**src/rtl/mult_div_unit.sv**
```systemverilog
`default_nettype none
// ============================================================================
// Module      : mult_div_unit
// Description : Iterative shift-add multiplier / restoring divider that owns
//               the architectural HI/LO registers (MULT, MULTU, DIV, DIVU).
// Revision    : 1.0 - initial release
// ============================================================================
module mult_div_unit #(
    parameter int WIDTH = 32
) (
    input  logic             clk,
    input  logic             reset,
    input  logic             start,
    input  logic [1:0]       op,
    input  logic [WIDTH-1:0] operand_a,
    input  logic [WIDTH-1:0] operand_b,
    input  logic             mthi,
    input  logic             mtlo,
    input  logic [WIDTH-1:0] hi_wdata,
    output logic             busy,
    output logic             done,
    output logic             div_by_zero,
    output logic [WIDTH-1:0] hi,
    output logic [WIDTH-1:0] lo
);

    localparam int CW = $clog2(WIDTH + 1);
    localparam logic [CW-1:0]      c_countInit = CW'(WIDTH);
    localparam logic [CW-1:0]      c_countOne  = CW'(1);
    localparam logic [WIDTH-1:0]   c_zeroW     = '0;
    localparam logic [2*WIDTH-1:0] c_zero2W    = '0;

    typedef enum logic [1:0] {
        IDLE = 2'd0,
        CALC = 2'd1,
        FIX  = 2'd2
    } state_t;

    state_t r_state;
    state_t w_nextState;

    logic [CW-1:0]      r_count;
    logic               r_isDiv;
    logic               r_divZero;
    logic               r_resNeg;
    logic               r_remNeg;
    logic [WIDTH-1:0]   r_a;        // dividend magnitude, becomes the quotient
    logic [WIDTH-1:0]   r_b;        // multiplier (shifted out) or divisor
    logic [2*WIDTH-1:0] r_mcand;
    logic [2*WIDTH-1:0] r_acc;      // product, or partial remainder in low half
    logic [WIDTH-1:0]   r_hi;
    logic [WIDTH-1:0]   r_lo;
    logic               r_done;
    logic               r_divByZero;

    logic               w_negA;
    logic               w_negB;
    logic [WIDTH-1:0]   w_absA;
    logic [WIDTH-1:0]   w_absB;
    logic [WIDTH:0]     w_shift;
    logic [WIDTH-1:0]   w_diff;
    logic               w_qBit;
    logic [WIDTH-1:0]   w_remNext;
    logic [2*WIDTH-1:0] w_prodFix;
    logic [WIDTH-1:0]   w_quotFix;
    logic [WIDTH-1:0]   w_remFix;
    logic [WIDTH-1:0]   w_fixHi;
    logic [WIDTH-1:0]   w_fixLo;

    // Signed ops are the even opcodes (MULT, DIV)
    assign w_negA = ~op[0] & operand_a[WIDTH-1];
    assign w_negB = ~op[0] & operand_b[WIDTH-1];
    assign w_absA = w_negA ? (c_zeroW - operand_a) : operand_a;
    assign w_absB = w_negB ? (c_zeroW - operand_b) : operand_b;

    // Restoring step; the partial remainder stays below the divisor, so the
    // difference fits in WIDTH bits whenever the quotient bit is set.
    assign w_shift   = {r_acc[WIDTH-1:0], r_a[WIDTH-1]};
    assign w_qBit    = (w_shift >= {1'b0, r_b});
    assign w_diff    = w_shift[WIDTH-1:0] - r_b;
    assign w_remNext = w_qBit ? w_diff : w_shift[WIDTH-1:0];

    // A zero divisor leaves the dividend magnitude as remainder, so the
    // remainder-sign fix restores operand_a exactly.
    assign w_prodFix = r_resNeg ? (c_zero2W - r_acc) : r_acc;
    assign w_quotFix = r_divZero ? {WIDTH{1'b1}} : (r_resNeg ? (c_zeroW - r_a) : r_a);
    assign w_remFix  = r_remNeg ? (c_zeroW - r_acc[WIDTH-1:0]) : r_acc[WIDTH-1:0];
    assign w_fixHi   = r_isDiv ? w_remFix  : w_prodFix[2*WIDTH-1:WIDTH];
    assign w_fixLo   = r_isDiv ? w_quotFix : w_prodFix[WIDTH-1:0];

    always_ff @(posedge clk or posedge reset) begin
        if (reset) begin
            r_state <= IDLE;
        end else begin
            r_state <= w_nextState;
        end
    end

    always_comb begin
        w_nextState = r_state;
        case (r_state)
            IDLE:    if (start) w_nextState = CALC;
            CALC:    if (r_count == c_countOne) w_nextState = FIX;
            FIX:     w_nextState = IDLE;
            default: w_nextState = IDLE;
        endcase
    end

    always_ff @(posedge clk or posedge reset) begin
        if (reset) begin
            r_count     <= '0;
            r_isDiv     <= 1'b0;
            r_divZero   <= 1'b0;
            r_resNeg    <= 1'b0;
            r_remNeg    <= 1'b0;
            r_a         <= '0;
            r_b         <= '0;
            r_mcand     <= '0;
            r_acc       <= '0;
            r_hi        <= '0;
            r_lo        <= '0;
            r_done      <= 1'b0;
            r_divByZero <= 1'b0;
        end else begin
            r_done      <= 1'b0;
            r_divByZero <= 1'b0;
            case (r_state)
                IDLE: begin
                    if (start) begin
                        r_isDiv   <= op[1];
                        r_divZero <= op[1] & (operand_b == c_zeroW);
                        r_resNeg  <= w_negA ^ w_negB;
                        r_remNeg  <= w_negA & op[1];
                        r_a       <= w_absA;
                        r_b       <= w_absB;
                        r_mcand   <= {c_zeroW, w_absA};
                        r_acc     <= '0;
                        r_count   <= c_countInit;
                    end else begin
                        if (mthi) r_hi <= hi_wdata;
                        if (mtlo) r_lo <= hi_wdata;
                    end
                end
                CALC: begin
                    r_count <= r_count - c_countOne;
                    if (r_isDiv) begin
                        r_acc <= {c_zeroW, w_remNext};
                        r_a   <= {r_a[WIDTH-2:0], w_qBit};
                    end else begin
                        if (r_b[0]) r_acc <= r_acc + r_mcand;
                        r_mcand <= r_mcand << 1;
                        r_b     <= r_b >> 1;
                    end
                end
                FIX: begin
                    r_hi        <= w_fixHi;
                    r_lo        <= w_fixLo;
                    r_done      <= 1'b1;
                    r_divByZero <= r_divZero;
                end
                default: ;
            endcase
        end
    end

    assign busy        = (r_state != IDLE);
    assign done        = r_done;
    assign div_by_zero = r_divByZero;
    assign hi          = r_hi;
    assign lo          = r_lo;

endmodule
`default_nettype wire

```
**config.mk**
```make
export PLATFORM = sky130hd
export DESIGN_NAME = mult_div_unit
export DESIGN_NICKNAME = d
export VERILOG_FILES = /design/src/rtl/mult_div_unit.sv
export SDC_FILE = /design/constraint.sdc
export NUM_CORES = 1
export LEC_CHECK = 0
export BUFFER_PORTS_ARGS = -buffer_cell sky130_fd_sc_hd__buf_2
export CAP_MARGIN = 20
export CORE_ASPECT_RATIO = 1.25
export CORE_MARGIN = 2
export CORE_UTILIZATION = 62
export DETAILED_ROUTE_END_ITERATION = 8
export PLACE_DENSITY = 0.84
export SYNTH_ARGS = -nofsm -noshare
export SYNTH_HDL_FRONTEND = slang
export SYNTH_SLANG_ARGS = --single-unit
```
**constraint.sdc**
```tcl
create_clock -name clk -period 15.2 [get_ports clk]
set_clock_uncertainty 0.1 [all_clocks]
set_input_delay 4.56 -clock clk [delete_from_list [all_inputs] [get_ports clk]]
set_output_delay 4.56 -clock clk [all_outputs]
set_load 0.05 [all_outputs]
```
==> out/qor.yml, run 1 <==
routing:
  num_vias: 20600
  ant_nets: 0
  wl_per_cell_um: 21.7
  drt_iter0_drc: 2144
  dr.pass1.iters: 6
  wl_um: 67900
  route.detailed.drc: 0
  routed_via_density: 6.57
synth:
  synth_nets: 2827
  synth_top_family_by_area: "compound AO/OA/AOI/OAI gates"
  seq_area_frac_synth: 0.324
  synth_cell_types: 76
  yosys.area_share.adder: 0.0625
  synthTopCellsByArea: "dfrtp_1 (32%), o21ai_0 (8.1%), xnor2_1 (6.7%), ha_1 (6.1%), nand2_1 (6.0%)"
  synthSimpleGateAreaFrac: 0.171
  muxShareOfSynthArea: 0.00791
  synth-xor-area-share: 0.104
  yosys.area.top_type: "dfrtp_1"
  synth_common_cells: "o21ai_0 (338), nand2_1 (331), dfrtp_1 (270), a21oi_1 (240), xnor2_1 (160)"
  netlist_instances: 2621
  synth_top_area_frac: 0.324
  synth_edf_count: 0
  syn_area_mm2: 0.0209
  yosysMostFrequentCell: "o21ai_0"
  synth_compound_area_frac: 0.284
  ys_seq_elements: 270
  ys_warn_count: 0
  async_flop_share: 1.00
  synth.avg_cell_area_um2: 7.96
  ys.flop_type: "dfrtp_1"
power:
  vdd_ir_drop_max_v: 0.000133
  p_per_area_mw_per_mm2: 258
  total_power_mw: 5.90
  p_leak_nw: 9.98
job:
  maxCapViolCount: 0
timing:
  hold_viol: 0
  fin_crit_ns: 7.20
  relSlewSlack: 0.339
  max_slew.worst_pin.slew_ns: 0.990
  grt_setup_unrepaired: "false"
  timing.final.crit_share: 0.474
  setup_ws_ns: 8.00
  slew_violations: 0
  setup_viol: 0
  setup-tns-final_ns: 0
  fmax_mhz: 139
clock_tree:
  h-tree-depth: 1
  post-cts-setup-buffer-count: 0
  cts_root_buf: "clkbuf_16"
  clkTransAtPathRegs_ns: 0.06
  cts_tree: "built"
  clock_latency_ns: 0.60
  cts_hold_buffers: 0
  cts.sinks: 270
  cts-resized-gates: 0
  cts_buffer_depth: 3
  cts_buffers: 30
floorplanning:
  initial_utilization: 0.625
  die_area_mm2: 0.0352
  pin_count: 170
  coreArea_mm2: 0.0334
  fp.dieW_um: 168
  fp-row-count: 75
  die_h_um: 209
global_routing:
  track_usage: 0.382
  grt_max_degree: 123
  grt_pass1_wl_um: 107000
  first_global_vias: 20000
  grt_overflow: 0
  antenna_found_initial: 4
setup_path:
  path_max_fanout: 5
  path_cells: "buf_2, nor3_1, and3b_1, nor4bb_1, and2_1, nand3b_1, o31a_1, or3_1, nand3_1, a21oi_1, a21o_1"
  arrival_ns: 7.58
  critPathLaunchType: "input port"
  r2r-start: "r_acc[0]$_DFFE_PP0P_"
  critPathKind: "in -> reg"
  startpoint: "operand_a[2]"
  required_ns: 15.57
  critPathMaxStageDelay_ns: 0.72
  end_kind: "register"
  slowest_stage: "nor4bb_1"
worst_hold_path:
  min-delay-start: "hi[8]$_DFFE_PP0P_"
  worst_hold_path_type: "reg -> reg"
place:
  port_buffers: 169
  hpwl_um: 50200
  gp_congestion: 0.974
  dp_slack_ns: 7.53
cells_and_area:
  n_fill_cell: 2880
  areaGrowthSynthToFinish_pct: 9.65
  drive_gt1_frac: 0.107
  multi_input_comb_area_mm2: 0.0132
  seq_area_mm2: 0.00676
  nets: 2882
outcome:
  status: "completed"
power by group:
group	internal (mW)	switching (mW)	total, mW
clock	0.411	0.319	0.729
sequential	1.01	0.431	1.44
combinational	1.36	2.37	3.73
worst max-delay path, delay by kind of cell:
kind,cells,cell delay [ns]
buffers and inverters,1,0.12
AO/OA/AOI/OAI,3,0.65
AND/OR/NAND/NOR,7,2.23
metal layers:
layer,vias up,GRT usage,part of all wire
li1,9565,-,-
met1,9824,0.485,0.39
met2,937,0.635,0.47
met3,235,0.0597,0.079
met4,0,0.191,0.058
met5,-,0,0
kinds of logic (layout without fill, tap and decap cells):
logic type	after synthesis	after routing
AOI/OAI and AO/OA	970	970
DFF	270	270
muxes	16	16
adders and majority gates	103	103
buffers and inverters	256	333
xor gates and xnor gates	248	248
other	0	7
and+or+nand+nor	758	758
through the flow:
| stage | cells | area, µm² | utilization | hold WS [ns] |
|---|---|---|---|---|
| final | 3128 | 22900 | 0.685 | 0.376 |
| after CTS | 3117 | 22800 | 0.682 | 0.378 |
| after global routing | 3121 | 22900 | 0.684 | 0.401 |
| after detailed placement | 3063 | 21800 | 0.653 | 0.365 |
| after global placement | 3063 | 21800 | 0.653 | 0.357 |
| after floorplan | 2621 | 20900 | - | 0.346 |
final timing paths:
path	slack, ns	cells past startpoint	to
max in group asynchronous	9.35	3	r_resNeg$_DFFE_PP0P_
worst min register to register	0.38	2	hi[8]$_DFFE_PP0P_
worst max-delay path	8.00	11	r_a[26]$_DFFE_PP0P_
min in group asynchronous	4.03	2	lo[9]$_DFFE_PP0P_
worst max register to register	10.35	15	r_acc[56]$_DFFE_PP0P_
worst min-delay path	0.38	2	hi[8]$_DFFE_PP0P_
cell usage in the layout (no fill, tap or decap), types with 32 or more instances in the layout:
cell	count
ha_1	101
o21ai_0	337
buf_2	169
a21o_1	67
nand2_1	330
o211ai_1	43
dfrtp_1	268
xnor2_1	160
nor3_1	32
xor2_1	88
a21oi_1	240
nor2_1	147
nand3_1	42
or3_1	39
a22o_1	39
inv_1	81
o31ai_1	40
final cells by class:
cell class	count	share of cell area
sequential	270	0.295
multi-input combinational	2095	0.577
tap	423	0.0231
antenna	7	0.000766
clock inverter	16	0.00656
clock buffer	38	0.0354
timing repair buffer	196	0.0478
inverter	83	0.0139
sequential cells by signal, indices dropped and copies added (netlist names):
| signal | count |
|---|---|
| r_a | 32 |
| r_count | 6 |
| hi | 32 |
| done | 1 |
| div_by_zero | 1 |
| r_remNeg | 1 |
| r_state | 2 |
| r_divZero | 1 |
| r_mcand | 64 |
| r_b | 32 |
| r_resNeg | 1 |
| lo | 32 |
| r_acc | 64 |
| r_isDiv | 1 |
No activity file was read; power rests on OpenSTA's default activity.
==> run 2: changes to the inputs <==
--- a/config.mk
+++ b/config.mk
@@ -9,9 +9,9 @@
 export CAP_MARGIN = 20
 export CORE_ASPECT_RATIO = 1.25
 export CORE_MARGIN = 2
-export CORE_UTILIZATION = 62
+export CORE_UTILIZATION = 56
 export DETAILED_ROUTE_END_ITERATION = 8
-export PLACE_DENSITY = 0.84
+export PLACE_DENSITY = 0.8
 export SYNTH_ARGS = -nofsm -noshare
 export SYNTH_HDL_FRONTEND = slang
 export SYNTH_SLANG_ARGS = --single-unit
==> constraint.sdc (replaced) <==
create_clock -name clk -period 6.33 [get_ports clk]
set_clock_uncertainty 0.1 [all_clocks]
set_input_delay 1.899 -clock clk [delete_from_list [all_inputs] [get_ports clk]]
set_output_delay 1.899 -clock clk [all_outputs]
set_load 0.05 [all_outputs]
==> out/qor.yml, run 2 (synthesis gave the netlist of run 1 again) <==
setup_path:
  critPathKind: "reg -> reg"
  crit_path_end: "r_acc[56]$_DFFE_PP0P_"
  r2r-end: "r_acc[56]$_DFFE_PP0P_"
  required_ns: 6.70  # -8.87 ns
  path_cells: "ha_1, inv_1, fa_1, nor2b_1, o21ai_0, a21oi_1, nor3_1, o31ai_2, o2111ai_1, a2111oi_0, nor2_1, o21ai_1, a311o_1, o21ai_0"
  path_max_fanout: 6  # +1
  path_depth: 14  # +3
  critPathBufInv: 1  # unchanged
  critPathLaunchType: "register"
  startpoint: "r_mcand[0]$_DFFE_PP0P_"
  end_kind: "register"
  slowest_stage: "a2111oi_0"
  critPathMaxStageDelay_ns: 0.94  # +0.22 ns
  arrival_ns: 5.03  # -2.55 ns
  critical-path-top-delay-family: "compound AO/OA/AOI/OAI gates"
  ff2ff_path_depth: 14  # -1
  r2r-start: "r_mcand[0]$_DFFE_PP0P_"
  crit_top_cell: "o21ai_0"
  r2r_slack_ns: 1.68  # -8.67 ns
floorplanning:
  die_area_mm2: 0.0388  # +10%
  die_h_um: 220  # +5.1%
  pin_count: 170  # unchanged
  fp-row-count: 79  # +5.3%
  coreArea_mm2: 0.0370  # +11%
  fp.dieW_um: 177  # +5.1%
  initial_utilization: 0.564  # -0.0602
timing:
  hold_viol: 0  # unchanged
  relSlewSlack: 0.292  # -0.0468
  timing.final.crit_share: 0.735
  setup-tns-final_ns: 0  # unchanged
  fmax_mhz: 215
  grt_setup_unrepaired: "false"
  fin_crit_ns: 4.65
  setup_viol: 0  # unchanged
  max_slew.worst_pin.slew_ns: 1.06  # +0.0726 ns
  slew_violations: 0  # unchanged
clock_tree:
  post-cts-setup-buffer-count: 0  # unchanged
  cts.sinks: 270  # unchanged
  cts-resized-gates: 0  # unchanged
  h-tree-depth: 1  # unchanged
  cts_tree: "built"
  cts_buffer_depth: 3  # unchanged
  cts_root_buf: "clkbuf_16"
  cts_buffers: 31  # +3.3%
  cts_hold_buffers: 0  # unchanged
  clock_latency_ns: 0.60  # about the same
  clkTransAtPathRegs_ns: 0.06  # about the same
cells_and_area:
  areaGrowthSynthToFinish_pct: 10.6
  final_cell_mix: "o21ai_0 (337), nand2_1 (330), dfrtp_1 (268), a21oi_1 (240), buf_2 (169)"
  reg_top3: "r_acc x64, r_mcand x64"
  nets: 2887  # +0.17%
  num_antenna_cells: 0  # -7
  drive_gt1_frac: 0.109  # +0.00227
  final_common_cell: "o21ai_0"
  stdcell_count: 3192  # +2.0%
power:
  vdd_ir_drop_max_v: 0.000314  # +140%
  p_per_area_mw_per_mm2: 622  # +140%
  p_leak_nw: 10.0  # +0.34%
routing:
  dr.pass1.iters: 6  # unchanged
  ant_nets: 0  # unchanged
  route.detailed.drc: 0  # unchanged
  routed_via_density: 6.43  # -2.2%
  drt_iter0_drc: 1894  # -12%
  wl_um: 69200  # +1.9%
  num_vias: 20500  # -0.24%
  wl_per_cell_um: 21.7  # -0.14%
worst_hold_path:
  worst_hold_path_type: "reg -> reg"
global_routing:
  track_usage: 0.353  # -0.0289
  grt_max_degree: 141  # +15%
  grt_overflow: 0  # unchanged
  grt_pass1_wl_um: 108000  # +0.53%
  first_global_vias: 20000  # -0.035%
  antenna_found_initial: 1  # -3
place:
  hpwl_um: 51900  # +3.2%
  dpl.cell_count: 3131  # +2.2%
  port_buffers: 169  # unchanged
  gp_congestion: 0.979  # +0.51%
outcome:
  status: "completed"
job:
  maxCapViolCount: 0  # unchanged
-- run 2: through the flow --
stage                     power (mW)  utilization  instance area, µm²  hold WS, ns  setup WS (ns)
after floorplan                 9.81            -               20900        0.346          0.764
after global placement          12.0        0.594               22000        0.358           1.43
after detailed placement        12.2        0.594               22000        0.367           1.30
after CTS                       14.1        0.623               23000        0.385           1.79
after global routing            15.4        0.624               23100        0.402           1.42
final                           14.3        0.624               23100        0.380           1.68
-- run 2: area by class of cell --
type                    instances  area (µm²)
clock inverters                13         154
well taps                     486         608
clock buffers                  45         898
inverters                      83         315
flip-flops and latches        270        6760
repair buffers                200        1140
multi-input cells            2095       13200
fillers                      3325       13900
-- run 2: report_power, final --
group	total (mW)	internal [mW]	switching, mW	leakage [nW]
sequential	3.38	2.43	0.949	3.35
clock	1.88	1.10	0.773	0.508
combinational	9.09	3.29	5.80	6.16
total	14.3	6.82	7.53	10.0
-- run 2: per-layer routing --
| metal | vias to the layer above | wire length [µm] | global-route usage | share of wire |
|---|---|---|---|---|
| li1 | 9568 | - | - | - |
| met5 | - | 13 | 0 | 0.00019 |
| met3 | 244 | 4840 | 0.0485 | 0.070 |
| met1 | 9855 | 27300 | 0.444 | 0.40 |
| met2 | 843 | 33000 | 0.588 | 0.48 |
| met4 | 2 | 4030 | 0.190 | 0.058 |
-- run 2: worst min-delay path by stage --
stage / start / endpoint / slack [ns] / cells past startpoint
after global placement: lo[2]$_DFFE_PP0P_ / lo[2]$_DFFE_PP0P_ / 0.36 / 1
after CTS: hi[9]$_DFFE_PP0P_ / hi[9]$_DFFE_PP0P_ / 0.38 / 2
after global routing: lo[1]$_DFFE_PP0P_ / lo[1]$_DFFE_PP0P_ / 0.40 / 2
after detailed placement: lo[22]$_DFFE_PP0P_ / lo[22]$_DFFE_PP0P_ / 0.37 / 1
after floorplan: r_count[5]$_DFFE_PP0P_ / r_count[5]$_DFFE_PP0P_ / 0.35 / 1
final: hi[1]$_DFFE_PP0P_ / hi[1]$_DFFE_PP0P_ / 0.38 / 2
-- run 2: worst reg2reg max path, delay by kind of cell (launching register included) --
kind / cells / cell delay (ns)
AO/OA/AOI/OAI: 8 / 2.88
adder cells (fa/ha/maj): 2 / 0.60
AND/OR/NAND/NOR: 3 / 0.52
flip-flops: 1 / 0.39
buffers and inverters: 1 / 0.06
==> run 3: changes to the inputs <==
--- a/config.mk
+++ b/config.mk
@@ -5,13 +5,14 @@
 export SDC_FILE = /design/constraint.sdc
 export NUM_CORES = 1
 export LEC_CHECK = 0
+export ABC_AREA = 1
 export BUFFER_PORTS_ARGS = -buffer_cell sky130_fd_sc_hd__buf_2
 export CAP_MARGIN = 20
 export CORE_ASPECT_RATIO = 1.25
 export CORE_MARGIN = 2
-export CORE_UTILIZATION = 56
+export CORE_UTILIZATION = 63
 export DETAILED_ROUTE_END_ITERATION = 8
-export PLACE_DENSITY = 0.8
+export PLACE_DENSITY = 0.85
 export SYNTH_ARGS = -nofsm -noshare
 export SYNTH_HDL_FRONTEND = slang
 export SYNTH_SLANG_ARGS = --single-unit
==> constraint.sdc (replaced) <==
create_clock -name clk -period 4.3 [get_ports clk]
set_clock_uncertainty 0.1 [all_clocks]
set_input_delay 1.29 -clock clk [delete_from_list [all_inputs] [get_ports clk]]
set_output_delay 1.29 -clock clk [all_outputs]
set_load 0.05 [all_outputs]
==> out/qor.yml, run 3 <==
setup_path:
  critical-path-top-delay-family: "compound AO/OA/AOI/OAI gates"
  end_kind: "register"
  r2r-end: "r_acc[59]$_DFFE_PP0P_"
  critPathMaxStageDelay_ns: 0.84  # -0.10 ns
  slowest_stage: "dfrtp_1"
  crit_path_end: "r_acc[59]$_DFFE_PP0P_"
  path_max_fanout: 9  # +3
  path_depth: 9  # -5
  arrival_ns: 3.72  # -1.31 ns
  critPathBufInv: 0  # -1
  r2r_slack_ns: 0.94  # -0.73 ns
  r2r-start: "r_acc[30]$_DFFE_PP0P_"
  crit_top_cell: "a21oi_1"
  ff2ff_path_depth: 9  # -5
  path_cells: "ha_1, a21oi_1, o21ai_0, a21oi_1, o21ai_0, a21oi_1, nand3_1, nand3_1, nand2_1"
  critPathLaunchType: "register"
  critPathKind: "reg -> reg"
  required_ns: 4.67  # -2.03 ns
  startpoint: "r_acc[30]$_DFFE_PP0P_"
place:
  dpl.cell_count: 4627  # +48%
  dp_slack_ns: 0.948  # -0.353 ns
  port_buffers: 169  # unchanged
  gp_congestion: 1.11  # +13%
  hpwl_um: 81300  # +57%
synth:
  async_flop_share: 1.00  # unchanged
  seq_area_frac_synth: 0.274  # -0.0500
  synth_edf_count: 0  # unchanged
  ys.flop_type: "dfrtp_1"
  synth_top_area_frac: 0.274  # -0.0500
  synth.avg_cell_area_um2: 6.07  # -24%
  yosysMostFrequentCell: "nand2_1"
  synth_cell_types: 54  # -29%
  netlist_instances: 4063  # +55%
  synthTopCellsByArea: "dfrtp_1 (27%), nand2_1 (17%), nor2_1 (8.6%), a21oi_1 (7.7%), nand3_1 (7.4%)"
  synth_common_cells: "nand2_1 (1,087), nor2_1 (564), inv_1 (460), a21oi_1 (378), nand3_1 (367)"
  ys_warn_count: 0  # unchanged
  ys_seq_elements: 270  # unchanged
  synth_nets: 4269  # +51%
  yosys.area.top_type: "dfrtp_1"
  syn_area_mm2: 0.0247  # +18%
routing:
  route.detailed.drc: 0  # unchanged
  routed_via_density: 6.30  # -2.0%
  ant_nets: 0  # unchanged
  drt_iter0_drc: 3710  # +96%
  dr.pass1.iters: 9  # +3
  num_vias: 29500  # +44%
  wl_per_cell_um: 22.5  # +4.0%
  wl_um: 106000  # +53%
cells_and_area:
  n_fill_cell: 3571  # +7.4%
  areaGrowthSynthToFinish_pct: 9.37
  drive_gt1_frac: 0.0810  # -0.0284
  reg_top3: "r_acc x64, r_mcand x64"
  nets: 4368  # +51%
  stdcell_count: 4684  # +47%
  final_common_cell: "nand2_1"
  final_cell_mix: "nand2_1 (1,087), nor2_1 (561), inv_1 (456), a21oi_1 (378), nand3_1 (367)"
timing:
  relSlewSlack: 0.224  # -0.0682
  timing.final.crit_share: 0.780  # +0.0450
  fmax_mhz: 298  # +39%
  hold_viol: 0  # unchanged
  setup_viol: 0  # unchanged
  fin_crit_ns: 3.36  # -1.30 ns
  timing.hold.ws_ns: 0.384  # +0.00386 ns
  setup_ws_ns: 0.944  # -0.731 ns
  slew_violations: 0  # unchanged
  max_slew.worst_pin.slew_ns: 1.16  # +0.101 ns
  setup-tns-final_ns: 0  # unchanged
  grt_setup_unrepaired: "false"
outcome:
  status: "completed"
clock_tree:
  cts_root_buf: "clkbuf_16"
  cts_hold_buffers: 0  # unchanged
  cts_buffers: 30  # -3.2%
  clkTransAtPathRegs_ns: 0.07  # about the same
  post-cts-setup-buffer-count: 0  # unchanged
  cts_buffer_depth: 3  # unchanged
  cts-resized-gates: 0  # unchanged
  h-tree-depth: 1  # unchanged
  clock_latency_ns: 0.60  # about the same
  cts_tree: "built"
  cts.sinks: 270  # unchanged
floorplanning:
  die_area_mm2: 0.0408  # +5.0%
  initial_utilization: 0.634  # +0.0696
  coreArea_mm2: 0.0389  # +5.3%
  fp.dieW_um: 181  # +2.5%
  pin_count: 170  # unchanged
  fp-row-count: 81  # +2.5%
  die_h_um: 225  # +2.5%
job:
  maxCapViolCount: 0  # unchanged
global_routing:
  track_usage: 0.512  # +0.159
  grt_max_degree: 109  # -23%
  grt_overflow: 0  # unchanged
  grt_pass1_wl_um: 158000  # +47%
  first_global_vias: 27600  # +38%
  antenna_found_initial: 3  # +2
power:
  p_per_area_mw_per_mm2: 982  # +58%
  vdd_ir_drop_max_v: 0.000574  # +83%
  p_leak_nw: 13.0  # +30%
  total_power_mw: 26.5  # +85%
worst_hold_path:
  worst_hold_path_type: "reg -> reg"
-- run 3: worst min-delay path, stage by stage (launching register included) --
cell and delay (ns):
dfrtp_1 0.35, nand2_1 0.05, nand2_1 0.05
-- run 3: stage by stage --
step | cell area, µm² | utilization
3_3_place_gp | 25900 | 0.666
3_5_place_dp | 25900 | 0.666
6_report | 27000 | 0.694
4_1_cts | 27000 | 0.693
2_1_floorplan | 24700 | -
5_1_grt | 27000 | 0.694
-- run 3: layer usage --
metal | up-vias | GRT usage | share of wire
met5 | - | 0 | 0.00012
met4 | 2 | 0.559 | 0.14
met3 | 704 | 0.105 | 0.10
met2 | 1982 | 0.809 | 0.44
met1 | 13300 | 0.550 | 0.32
li1 | 13500 | - | -
-- run 3: kinds of logic after synthesis --
family	count (synthesis)	synth area share
xor+xnor	63	0.0224
mux	1	0.000406
buf+inv	620	0.0973
compound gates	849	0.190
flops	270	0.274
simple gates	2157	0.363
fa+ha+maj	103	0.0528
-- run 3: worst min-delay path by stage --
stage	startpoint	to	slack [ns]	depth (start not counted)
floorplan	r_count[5]$_DFFE_PP0P_	r_count[5]$_DFFE_PP0P_	0.35	1
global placement	hi[4]$_DFFE_PP0P_	hi[4]$_DFFE_PP0P_	0.36	2
detailed placement	hi[4]$_DFFE_PP0P_	hi[4]$_DFFE_PP0P_	0.37	2
CTS	hi[15]$_DFFE_PP0P_	hi[15]$_DFFE_PP0P_	0.39	2
global route	lo[0]$_DFFE_PP0P_	lo[0]$_DFFE_PP0P_	0.41	2
finish	hi[18]$_DFFE_PP0P_	hi[18]$_DFFE_PP0P_	0.38	2
-- run 3: area by class of cell --
| type | count | area (µm²) | area share |
|---|---|---|---|
| Tap cell | 498 | 623 | 0.0231 |
| Clock inverter | 16 | 186 | 0.00691 |
| Timing Repair Buffer | 215 | 1250 | 0.0463 |
| Clock buffer | 39 | 846 | 0.0313 |
| Inverter | 472 | 1780 | 0.0658 |
| Antenna cell | 1 | 2.50 | 0.0000927 |
| Multi-Input combinational cell | 3173 | 15500 | 0.576 |
| Sequential cell | 270 | 6760 | 0.250 |
-- run 3: where the power goes --
group | switching, mW | leakage (nW) | internal, mW | total, mW
sequential | 1.64 | 3.25 | 3.70 | 5.33
clock | 1.18 | 0.498 | 1.58 | 2.76
combinational | 13.2 | 9.30 | 5.23 | 18.4
total | 16.0 | 13.0 | 10.5 | 26.5
